### config.mk
export PLATFORM = sky130hd
export DESIGN_NAME = relu_ctrl
export DESIGN_NICKNAME = d
export VERILOG_FILES = /design/src/rtl/relu_pkg.sv /design/src/rtl/relu_ctrl_pipe.sv /design/src/rtl/relu_ctrl.sv
export SDC_FILE = /design/constraint.sdc
export NUM_CORES = 1
export LEC_CHECK = 0
export ABC_CLOCK_PERIOD_IN_PS = 4800
export CORE_UTILIZATION = 47
export DETAILED_ROUTE_END_ITERATION = 16
export HOLD_SLACK_MARGIN = 0.12
export MAX_ROUTING_LAYER = met4
export PLACE_DENSITY = 0.89
export SLEW_MARGIN = 40
export SYNTH_ARGS = -nofsm -noshare
export SYNTH_HDL_FRONTEND = slang
export SYNTH_SLANG_ARGS = --single-unit
### constraint.sdc
create_clock -name clk -period 4.8 [get_ports clk]
set_input_delay 0.48 -clock clk [delete_from_list [all_inputs] [get_ports clk]]
set_output_delay 0.48 -clock clk [all_outputs]
set_load 0.05 [all_outputs]
### src/rtl/relu_pkg.sv
// Shared types and lane geometry for the ReLU job controller.
// No logic; constants and the controller FSM encoding only.
package relu_pkg;

    typedef enum logic [1:0] {
        ST_IDLE  = 2'd0,
        ST_RUN   = 2'd1,
        ST_DRAIN = 2'd2,
        ST_DONE  = 2'd3
    } relu_ctrl_state_t;

    localparam int RELU_LANES  = 7;
    localparam int RELU_LANE_W = 32;
    localparam int RELU_DW     = RELU_LANES * RELU_LANE_W;

endpackage

### src/rtl/relu_ctrl_pipe.sv
// Two-stage valid tracker: buffer read data (v1) and ReLU register (v2).
// Latency: read strobe to write valid is 2 cycles.
// Backpressure: both stages freeze whenever v2 is held and wr_ready is low.
module relu_ctrl_pipe (
    input  logic clk,
    input  logic rst_n,
    input  logic rd_en,
    input  logic wr_ready,
    output logic adv,
    output logic v1,
    output logic relu_en,
    output logic wr_en
);

    logic v1_q;
    logic v2_q;

    assign adv = !v2_q || wr_ready;

    always_ff @(posedge clk or negedge rst_n) begin
        if (!rst_n) begin
            v1_q <= 1'b0;
            v2_q <= 1'b0;
        end else if (adv) begin
            v2_q <= v1_q;
            v1_q <= rd_en;
        end
    end

    assign v1      = v1_q;
    assign relu_en = adv && v1_q;
    assign wr_en   = v2_q;

endmodule

### src/rtl/relu_ctrl.sv
// Job controller streaming len beats buffer -> ReLU -> feature-map buffer.
// Latency: start to done is len+3 cycles (1 cycle for len=0) plus stall cycles.
// Backpressure: wr_ready low with wr_en freezes the whole job; RELU_CTRL_STALL_CNT_EN adds stall_cnt.
module relu_ctrl
    import relu_pkg::*;
#(
    parameter int DW    = 224,
    parameter int AW    = 10,
    parameter int LEN_W = 10
) (
    input  logic             clk,
    input  logic             rst_n,
    input  logic             start,
    input  logic [AW-1:0]    rd_base,
    input  logic [AW-1:0]    wr_base,
    input  logic [LEN_W-1:0] len,
    output logic             busy,
    output logic             done,
    output logic             rd_en,
    output logic [AW-1:0]    rd_addr,
    output logic             relu_en,
    output logic             wr_en,
    output logic [AW-1:0]    wr_addr,
    input  logic             wr_ready,
    output logic [31:0]      stall_cnt
);

    relu_ctrl_state_t state_q, state_d;
    logic [LEN_W-1:0] rem_q;
    logic [AW-1:0]    rd_addr_q;
    logic [AW-1:0]    wr_addr_q;
    logic             adv;
    logic             v1;
    logic             accept;

    relu_ctrl_pipe u_pipe (
        .clk      (clk),
        .rst_n    (rst_n),
        .rd_en    (rd_en),
        .wr_ready (wr_ready),
        .adv      (adv),
        .v1       (v1),
        .relu_en  (relu_en),
        .wr_en    (wr_en)
    );

    assign accept = (state_q == ST_IDLE) && start;
    assign rd_en  = (state_q == ST_RUN) && adv && (rem_q != '0);

    always_ff @(posedge clk or negedge rst_n) begin
        if (!rst_n) state_q <= ST_IDLE;
        else        state_q <= state_d;
    end

    // DRAIN exits as soon as the pipeline will be empty next cycle, so done lands at len+3.
    always_comb begin
        state_d = state_q;
        case (state_q)
            ST_IDLE:  if (start) state_d = (len == '0) ? ST_DONE : ST_RUN;
            ST_RUN:   if (rd_en && rem_q == LEN_W'(1)) state_d = ST_DRAIN;
            ST_DRAIN: if (!v1 && adv) state_d = ST_DONE;
            ST_DONE:  state_d = ST_IDLE;
            default:  state_d = ST_IDLE;
        endcase
    end

    always_ff @(posedge clk or negedge rst_n) begin
        if (!rst_n) begin
            rem_q     <= '0;
            rd_addr_q <= '0;
            wr_addr_q <= '0;
        end else if (accept) begin
            rem_q     <= len;
            rd_addr_q <= rd_base;
            wr_addr_q <= wr_base;
        end else begin
            if (rd_en) begin
                rem_q     <= rem_q - LEN_W'(1);
                rd_addr_q <= rd_addr_q + AW'(1);
            end
            if (wr_en && wr_ready) wr_addr_q <= wr_addr_q + AW'(1);
        end
    end

    assign busy    = (state_q != ST_IDLE);
    assign done    = (state_q == ST_DONE);
    assign rd_addr = rd_addr_q;
    assign wr_addr = wr_addr_q;

`ifdef RELU_CTRL_STALL_CNT_EN
    logic [31:0] stall_q;

    always_ff @(posedge clk or negedge rst_n) begin
        if (!rst_n)                                                stall_q <= '0;
        else if (accept)                                           stall_q <= '0;
        else if (wr_en && !wr_ready && stall_q != 32'hFFFF_FFFF)   stall_q <= stall_q + 32'd1;
    end

    assign stall_cnt = stall_q;
`else
    assign stall_cnt = '0;
`endif

    always_ff @(posedge clk) begin
        assert (DW == RELU_DW) else $error("relu_ctrl: DW does not match lane geometry");
    end

endmodule
# ---- After elaboration in Yosys (flattened, before gate mapping)
# Cells that the tools add are included.
dict set report totals {
  regBits 34
  latch_bits 0
  ramBits 0
  rom_bits 0
  out_inout_bits 57
  mem_count 0
}
dict set report classes {
  n_addsub 3
  n_mul 0
  n_div 0
  n_lt_le_gt_ge 0
  eq_ne 7
  shift 0
  n_mux 11
  bitwise 0
  n_reduce_logical 17
}
# cell count
set ops {}
lappend ops {{$mux 10} 6}
lappend ops {{$add 10x1->10 const B} 2}
lappend ops {{$eq 10x1->1 const B} 1}
lappend ops {{$logic_not 10->1} 1}
lappend ops {{$reduce_bool 10->1} 1}
lappend ops {{$sub 10x1->10 const B} 1}
lappend ops {{$mux 2} 4}
lappend ops {{$pmux 2 s4} 1}
lappend ops {{$logic_and 1x1->1} 7}
lappend ops {{$reduce_bool 2->1} 3}
lappend ops {{$eq 2x2->1 const B} 2}
lappend ops {{$ne 2x2->1 const B} 2}
lappend ops {{$reduce_and 3->1} 1}
lappend ops {{$eq 2x1->1 const B} 1}
lappend ops {{$logic_not 1->1} 2}
lappend ops {{$logic_not 2->1} 1}
lappend ops {{$ne 2x1->1 const B} 1}
lappend ops {{$logic_or 1x1->1} 1}

# ---- Longest topological paths before layout
dict set report logic_depth {
  ltp_word 7
  depth_mapped 7
  mapped_depth_nobuf 7
}

# ---- By module
# Synthesis repeated with hierarchy kept, for this count alone.
dict set report hier_totals {
  cells_unflattened 261
  hier_area_um2 2323.5
}
# module n_inst cells_each area_per_inst_um2 seq_area_each_um2
set modules_own_cells {}
lappend modules_own_cells {relu_ctrl 1 255 2229.6 800.8}
lappend modules_own_cells {relu_ctrl_pipe 1 6 93.8 50.0}

# ---- Worst setup path before layout
# OpenSTA, ideal clock, no wires.
dict set report synth_timing {
  path_type {register to register}
  startpoint {reg rem_q[0]}
  endpoint {reg rem_q[1]}
  setup_time_ns 0.125
  t_arrival_ns 2.118
  required_ns 4.675
  path_slack_ns 2.557
  stages_incl_launch_ff 8
  n_path_buf 0
  period_less_slack_ns 2.243
  path_cell_list {dfrtp_1 > inv_1 > ha_1 > or3b_2 > nor4_4 > nor2_4 > mux2i_1 > mux2_2}
}
dict set report synth_between {
  elab_chain_len 3
  elab_cells_between_ends 6
}
# element line
set synth_rtl {}
lappend synth_rtl {{start: declaration} relu_ctrl.sv:29} ;# logic [LEN_W-1:0] rem_q;
lappend synth_rtl {{start signal: assignment} relu_ctrl.sv:73} ;# rem_q <= len;
lappend synth_rtl {{start signal: assignment} relu_ctrl.sv:78} ;# rem_q <= rem_q - LEN_W'(1);
lappend synth_rtl {{$reduce_bool 10->1} relu_ctrl.sv:48} ;# assign rd_en = (state_q == ST_RUN) && adv && (rem_q != '0);
lappend synth_rtl {{$logic_and 1x1->1} relu_ctrl.sv:48}
lappend synth_rtl {{via rd_en} relu_ctrl.sv:19} ;# output logic rd_en,
lappend synth_rtl {{$reduce_bool 2->1 (no source line)} n/a}
# The timed path passes the listed nets, and every way through them passes these cells. The select of a mux whose other input is x is not followed.
# A chain may end at the register's enable or synchronous reset.

# ---- Final worst setup path
dict set report layout_timing {
  startpoint {reg rem_q[1]}
  endpoint {out rd_en}
}
dict set report layout_between {
  elab_chain_len 2
}
# element line
set layout_rtl {}
lappend layout_rtl {{$reduce_bool 10->1} relu_ctrl.sv:48}
lappend layout_rtl {{$logic_and 1x1->1} relu_ctrl.sv:48}
lappend layout_rtl {{end: declaration} relu_ctrl.sv:19}
# Every way passes these cells.

==> flow_metrics.tcl <==
set metrics [dict create \
    drcViolationCount 12 \
    synth-compound-area-share_pct 9.065 \
    multi_input_area_mm2 0.001185 \
    drive_gt1_share_pct 4.886 \
    grt_overflow 0 \
    top_layer_used "met4" \
    peakVddDrop_mv 0.4615 \
    violations "design-rule violations" \
    synth_edf_count 0 \
    n_fill_cell 377 \
    regToRegStartpoint "rem_q[1]$_DFFE_PN0P_" \
    drt_iter0_markers 76 \
    viasPerCell 5.089 \
    finalSetupTns_ns 0 \
    p_switching_uw 1040 \
    finalCritPeriodShare_pct 69.51 \
    yosysSeqAreaShare_pct 38.53 \
    wl_met3_um 246 \
    path_clk_slew_ns 0.07 \
    seq_power_share_pct 28.8 \
    cts_tree "built" \
    setup_viol 0 \
    fp.dieH_um 70.55 \
    finalHoldViolCount 0 \
    synth-simple-area-share_pct 21.02 \
    die_area_mm2 0.004977 \
    arrival_ns 2.86 \
    syn_area_per_cell_um2 8.869 \
    wl_um 4652 \
    seq_area_um2 850.8 \
    syn_area_mm2 0.002208 \
    grt_pass1_vias 1814 \
    clock_latency_ns 0.29 \
    ys.flop_type "dfrtp_1" \
    setup.worst_path.start_class "flip-flop" \
    gp_congestion 0.8036 \
    cts-resized-gates 0 \
    synth_fa_ha_area_share_pct 5.099 \
    final_cell_mix "clkdlybuf4s50_1 (58), nor2_1 (38), dfrtp_1 (34), conb_1 (32), a21oi_1 (27)" \
    areaGrowthSynthToFinish_pct 27.88 \
    powerDensity_mw_per_mm2 734.3 \
    ys_async_sr_fraction_pct 100.0 \
    numCtsBuffers 5 \
    slew_headroom_pct 60.27 \
    status "finished with violations" \
    cts_root_buf "clkbuf_8" \
    place_ws_ns 1.709 \
    holdPathStages 2 \
    required_ns 4.32 \
    worst_setup_path_end_kind "primary output" \
    reg2reg_to "rem_q[1]$_DFFE_PN0P_" \
    wl_met1_um 1956 \
    switching_share_pct 50.17 \
    whs_endpoint "u_pipe.wr_en$_DFFE_PN0N_" \
    h-tree-depth 2 \
    total_power_uw 2074 \
    hold_buffers 0 \
    ys_top_cells_by_area "dfrtp_1 (39%), buf_4 (11%), nor2_1 (6.5%), xnor2_1 (6.3%), a21oi_1 (6.1%)" \
    antenna_left 0 \
    min_path_type "reg -> reg" \
    ys_seq_elements 34 \
    p_int_uw 1033 \
    fin_nets 349 \
    maxCapViolCount 0 \
    die_w_um 70.55 \
    syn_inst 249 \
    port_buffers 58 \
    cts.path.max_buffers 2 \
    fin_util_pct 63.54 \
    finalCriticalPeriod_ns 3.337 \
    finalWorstSetupSlack_ns 1.463 \
    synth.mux.area_fraction_pct 2.776 \
    synth_top_area_share_pct 38.53 \
    worst_pin_slew_ns 0.5916 \
    skew_ns 0.006295 \
    cts_setup_buffers 0 \
    synth_cell_type_count 38 \
    yosys_warnings 0 \
    n_antenna_cell 0 \
    power_frac_comb_pct 58.6 \
    path_class "reg -> out" \
    first_pass_iters 10 \
    io_pins 91 \
    vias 1827 \
    dp_hpwl_um 3421 \
    core_area_mm2 0.004444 \
    grt_use_total_pct 19.99 \
    critical_path_peak_fanout 10 \
    wl_met2_um 2364 \
    grt_max_degree 60 \
    rrSetupSlack_ns 2.43 \
    placementRows 24 \
    final_common_cell "clkdlybuf4s50_1" \
    synth_top_family_by_area "simple AND/OR/NAND/NOR gates" \
    clock-sinks 34 \
    wl_per_cell_um 12.96 \
    max_freq_ghz 0.2997 \
    ff2ff_path_depth 7 \
    grt_pass1_wl_um 7728 \
    start_util_pct 49.69 \
    rsz0062_at_grt "false" \
    antenna_found_initial 0 \
    p_leak_uw 0.001180 \
    yosys.area.top_type "dfrtp_1" \
    slew_viol_final 0 \
    clockPowerShare_pct 12.6 \
    worstHoldStart "u_pipe.v1$_DFFE_PN0N_" \
    synthXorXnorAreaFrac_pct 9.915 \
]
==> power groups by stage <==
stage / logic (uW) / clock network, uW / registers, uW
floorplan: 596 / 0 / 879
global placement: 1190 / 0 / 592
detailed placement: 1210 / 0 / 601
CTS: 1220 / 263 / 599
global route: 1310 / 276 / 620
finish: 1220 / 260 / 598
==> worst max path at each step <==
stage | start | end | slack [ns]
4_1_cts | rem_q[1]$_DFFE_PN0P_ | rd_en | 1.47
3_5_place_dp | wr_ready | rd_en | 1.71
5_1_grt | rem_q[1]$_DFFE_PN0P_ | rd_en | 1.34
6_report | rem_q[1]$_DFFE_PN0P_ | rd_en | 1.46
3_3_place_gp | wr_ready | rd_en | 1.75
2_1_floorplan | rem_q[0]$_DFFE_PN0P_ | rem_q[1]$_DFFE_PN0P_ | 2.56
==> logic make-up after synthesis <==
family	count (synthesis)
buffers and inverters	47
and+or+nand+nor	91
adders and majority gates	9
AOI/OAI and AO/OA	36
xor gates and xnor gates	25
other	1
muxes	6
DFF	34
==> flip-flops by register name (all words and copies together) (netlist names) <==
| name | flops |
|---|---|
| u_pipe.v1 | 1 |
| u_pipe.wr_en | 1 |
| rd_addr | 10 |
| wr_addr | 10 |
| rem_q | 10 |
| state_q | 2 |
==> critical path, cell delays in order, from the launching register on <==
cell             delay [ns]
dfrtp_1                0.41
inv_1                  0.12
ha_1                   0.20
or3b_2                 0.50
nor4_4                 0.46
nor2_4                 0.14
clkdlybuf4s50_1        0.73
==> metal layers <==
| layer | up-vias | global-route usage, % |
|---|---|---|
| met4 | 0 | 6.667 |
| met5 | - | - |
| met2 | 59 | 35.17 |
| met1 | 863 | 22.82 |
| met3 | 9 | 4.131 |
| li1 | 896 | - |
==> cells in the mapped netlist, types with 2 or more instances <==
library cell	n
a21oi_1	27
o21ai_0	2
buf_4	32
and2_1	2
nor4_1	7
clkbuf_1	8
dfrtp_1	34
nand3_1	8
ha_1	9
nand2_1	13
inv_1	7
xnor2_1	16
xor2_1	9
and3_1	3
nor2_1	38
nor3_1	4
mux2i_1	5
nand4_1	5
==> stage by stage <==
step                std cells  hold slack (ns)  instance area (um2)
finish                    359           0.5590                 2824
global route              359           0.5642                 2824
CTS                       359           0.5417                 2824
detailed placement        351           0.5238                 2715
global placement          351           0.5155                 2710
floorplan                 280           0.1844                 2325
==> layout make-up <==
class	count	area share, %
inverters	7	0.9304
clock inverters	3	1.418
well taps	52	2.304
clock buffers	5	2.437
multi-input cells	199	41.96
flip-flops and latches	34	30.13
repair buffers	59	20.82
Note: power is estimated with default switching activity, not from simulation.
==> RTL change, RTL diff (config.mk and constraints unchanged) <==
`AW`: 10 -> 11.
--- a/src/rtl/relu_ctrl.sv
+++ b/src/rtl/relu_ctrl.sv
@@ -5,7 +5,7 @@
     import relu_pkg::*;
 #(
     parameter int DW    = 224,
-    parameter int AW    = 10,
+    parameter int AW    = 11,
     parameter int LEN_W = 10
 ) (
     input  logic             clk,
Ports: changed (resized rd_addr, rd_base, wr_addr and wr_base); port bits go from 91 to 95. No check against the original RTL was run, so the function may have changed too.
==> RTL change against the original RTL <==
Sequential cell count up 2; sequential power rose by 5.5%; worst hold slack worse by 14 ps; synthesized area rose by 5.0%; cell area up 5.1%; critical endpoint unchanged; setup slack got worse by 3.8 ps; power up 3.9%; sequential share of layout area up 0.24 points; wire length increased by 4.4%; largest power group unchanged.
==> RTL change: results (changes against the original RTL) <==
stage;metric;value;unit;change
status;status;completed;;
detailed_routing;Met3 Wirelength;290;µm;+18%
detailed_routing;Routed WL;4860;µm;+4.4%
detailed_routing;DRT Pass-1 Iters;4;;-6
global_routing;largest net degree at the start of global routing;65;;+8.3%
placement;dpl cells;381;;+8.5%
power;VDD IR max;0.438;mV;-5.0%
placement;IO buf count;62;;+6.9%
placement;worst slack at placement;1620;ps;-93.9 ps
layout;Logic inverters;9;;+2
yosys;top post-synthesis cells by area;dfrtp_1 39%, buf_4 10%, xnor2_1 7.6%;;
global_routing;routing usage on met1;23.9;%;+1.1 points
global_routing;vias in the first global route;1824;;+0.55%
timing;worst hold slack;545;ps;-13.7 ps
placement;dpl hpwl;3660;µm;+7.0%
layout;fraction of area in registers;30.4;%;+0.24 points
layout;Clock buf/inv share;2.95;%;-0.90 points
global_routing;first-pass GRT wire length;7930;µm;+2.6%
global_routing;GRT met3 Usage;5.69;%;+1.6 points
timing;Worst Setup Slack, final;1460;ps;-3.76 ps
worst_setup_path;Worst Path Max Fanout;11;;+1
placement;placed inst area;2880;µm²;+6.0%
yosys;Post-synth top cells;36 x dfrtp_1, 36 x nor2_1, 32 x buf_4;;
layout;final-layout non-clock buffer area share;21.2;%;+0.35 points
global_routing;GR Util met2;33.2;%;-1.9 points
yosys;register area share after synthesis;38.9;%;+0.33 points
layout;multi-input logic cell count;206;;+3.5%
yosys;synth unique cells;40;;+5.3%
==> RTL change: cell types whose count changed after synthesis, moves of 3 or more <==
cell	before	now
nand2_1	13	9
nor3_1	4	8
xnor2_1	16	20
a21oi_1	27	30
xor2_1	9	6
==> RTL change: logic make-up (layout without fill, tap and decap cells) <==
| group | after synthesis | count (layout) | share of synthesized area (%) |
|---|---|---|---|
| compound gates | 41 | 41 | 9.66 |
| xor+xnor | 26 | 26 | 9.82 |
| fa+ha+maj | 9 | 9 | 4.86 |
| buf+inv | 50 | 80 | 13.3 |
| flops | 36 | 36 | 38.9 |
| mux | 6 | 6 | 2.86 |
| other cells | 1 | 32 | 0.162 |
| simple gates | 92 | 92 | 20.5 |
==> RTL change: power by group <==
part / internal [W] / switching [W] / leakage [nW]
combinational: 0.000480 / 0.000832 / 0.769
sequential: 0.000459 / 0.000172 / 0.404
clock: 0.000101 / 0.000110 / 0.0479
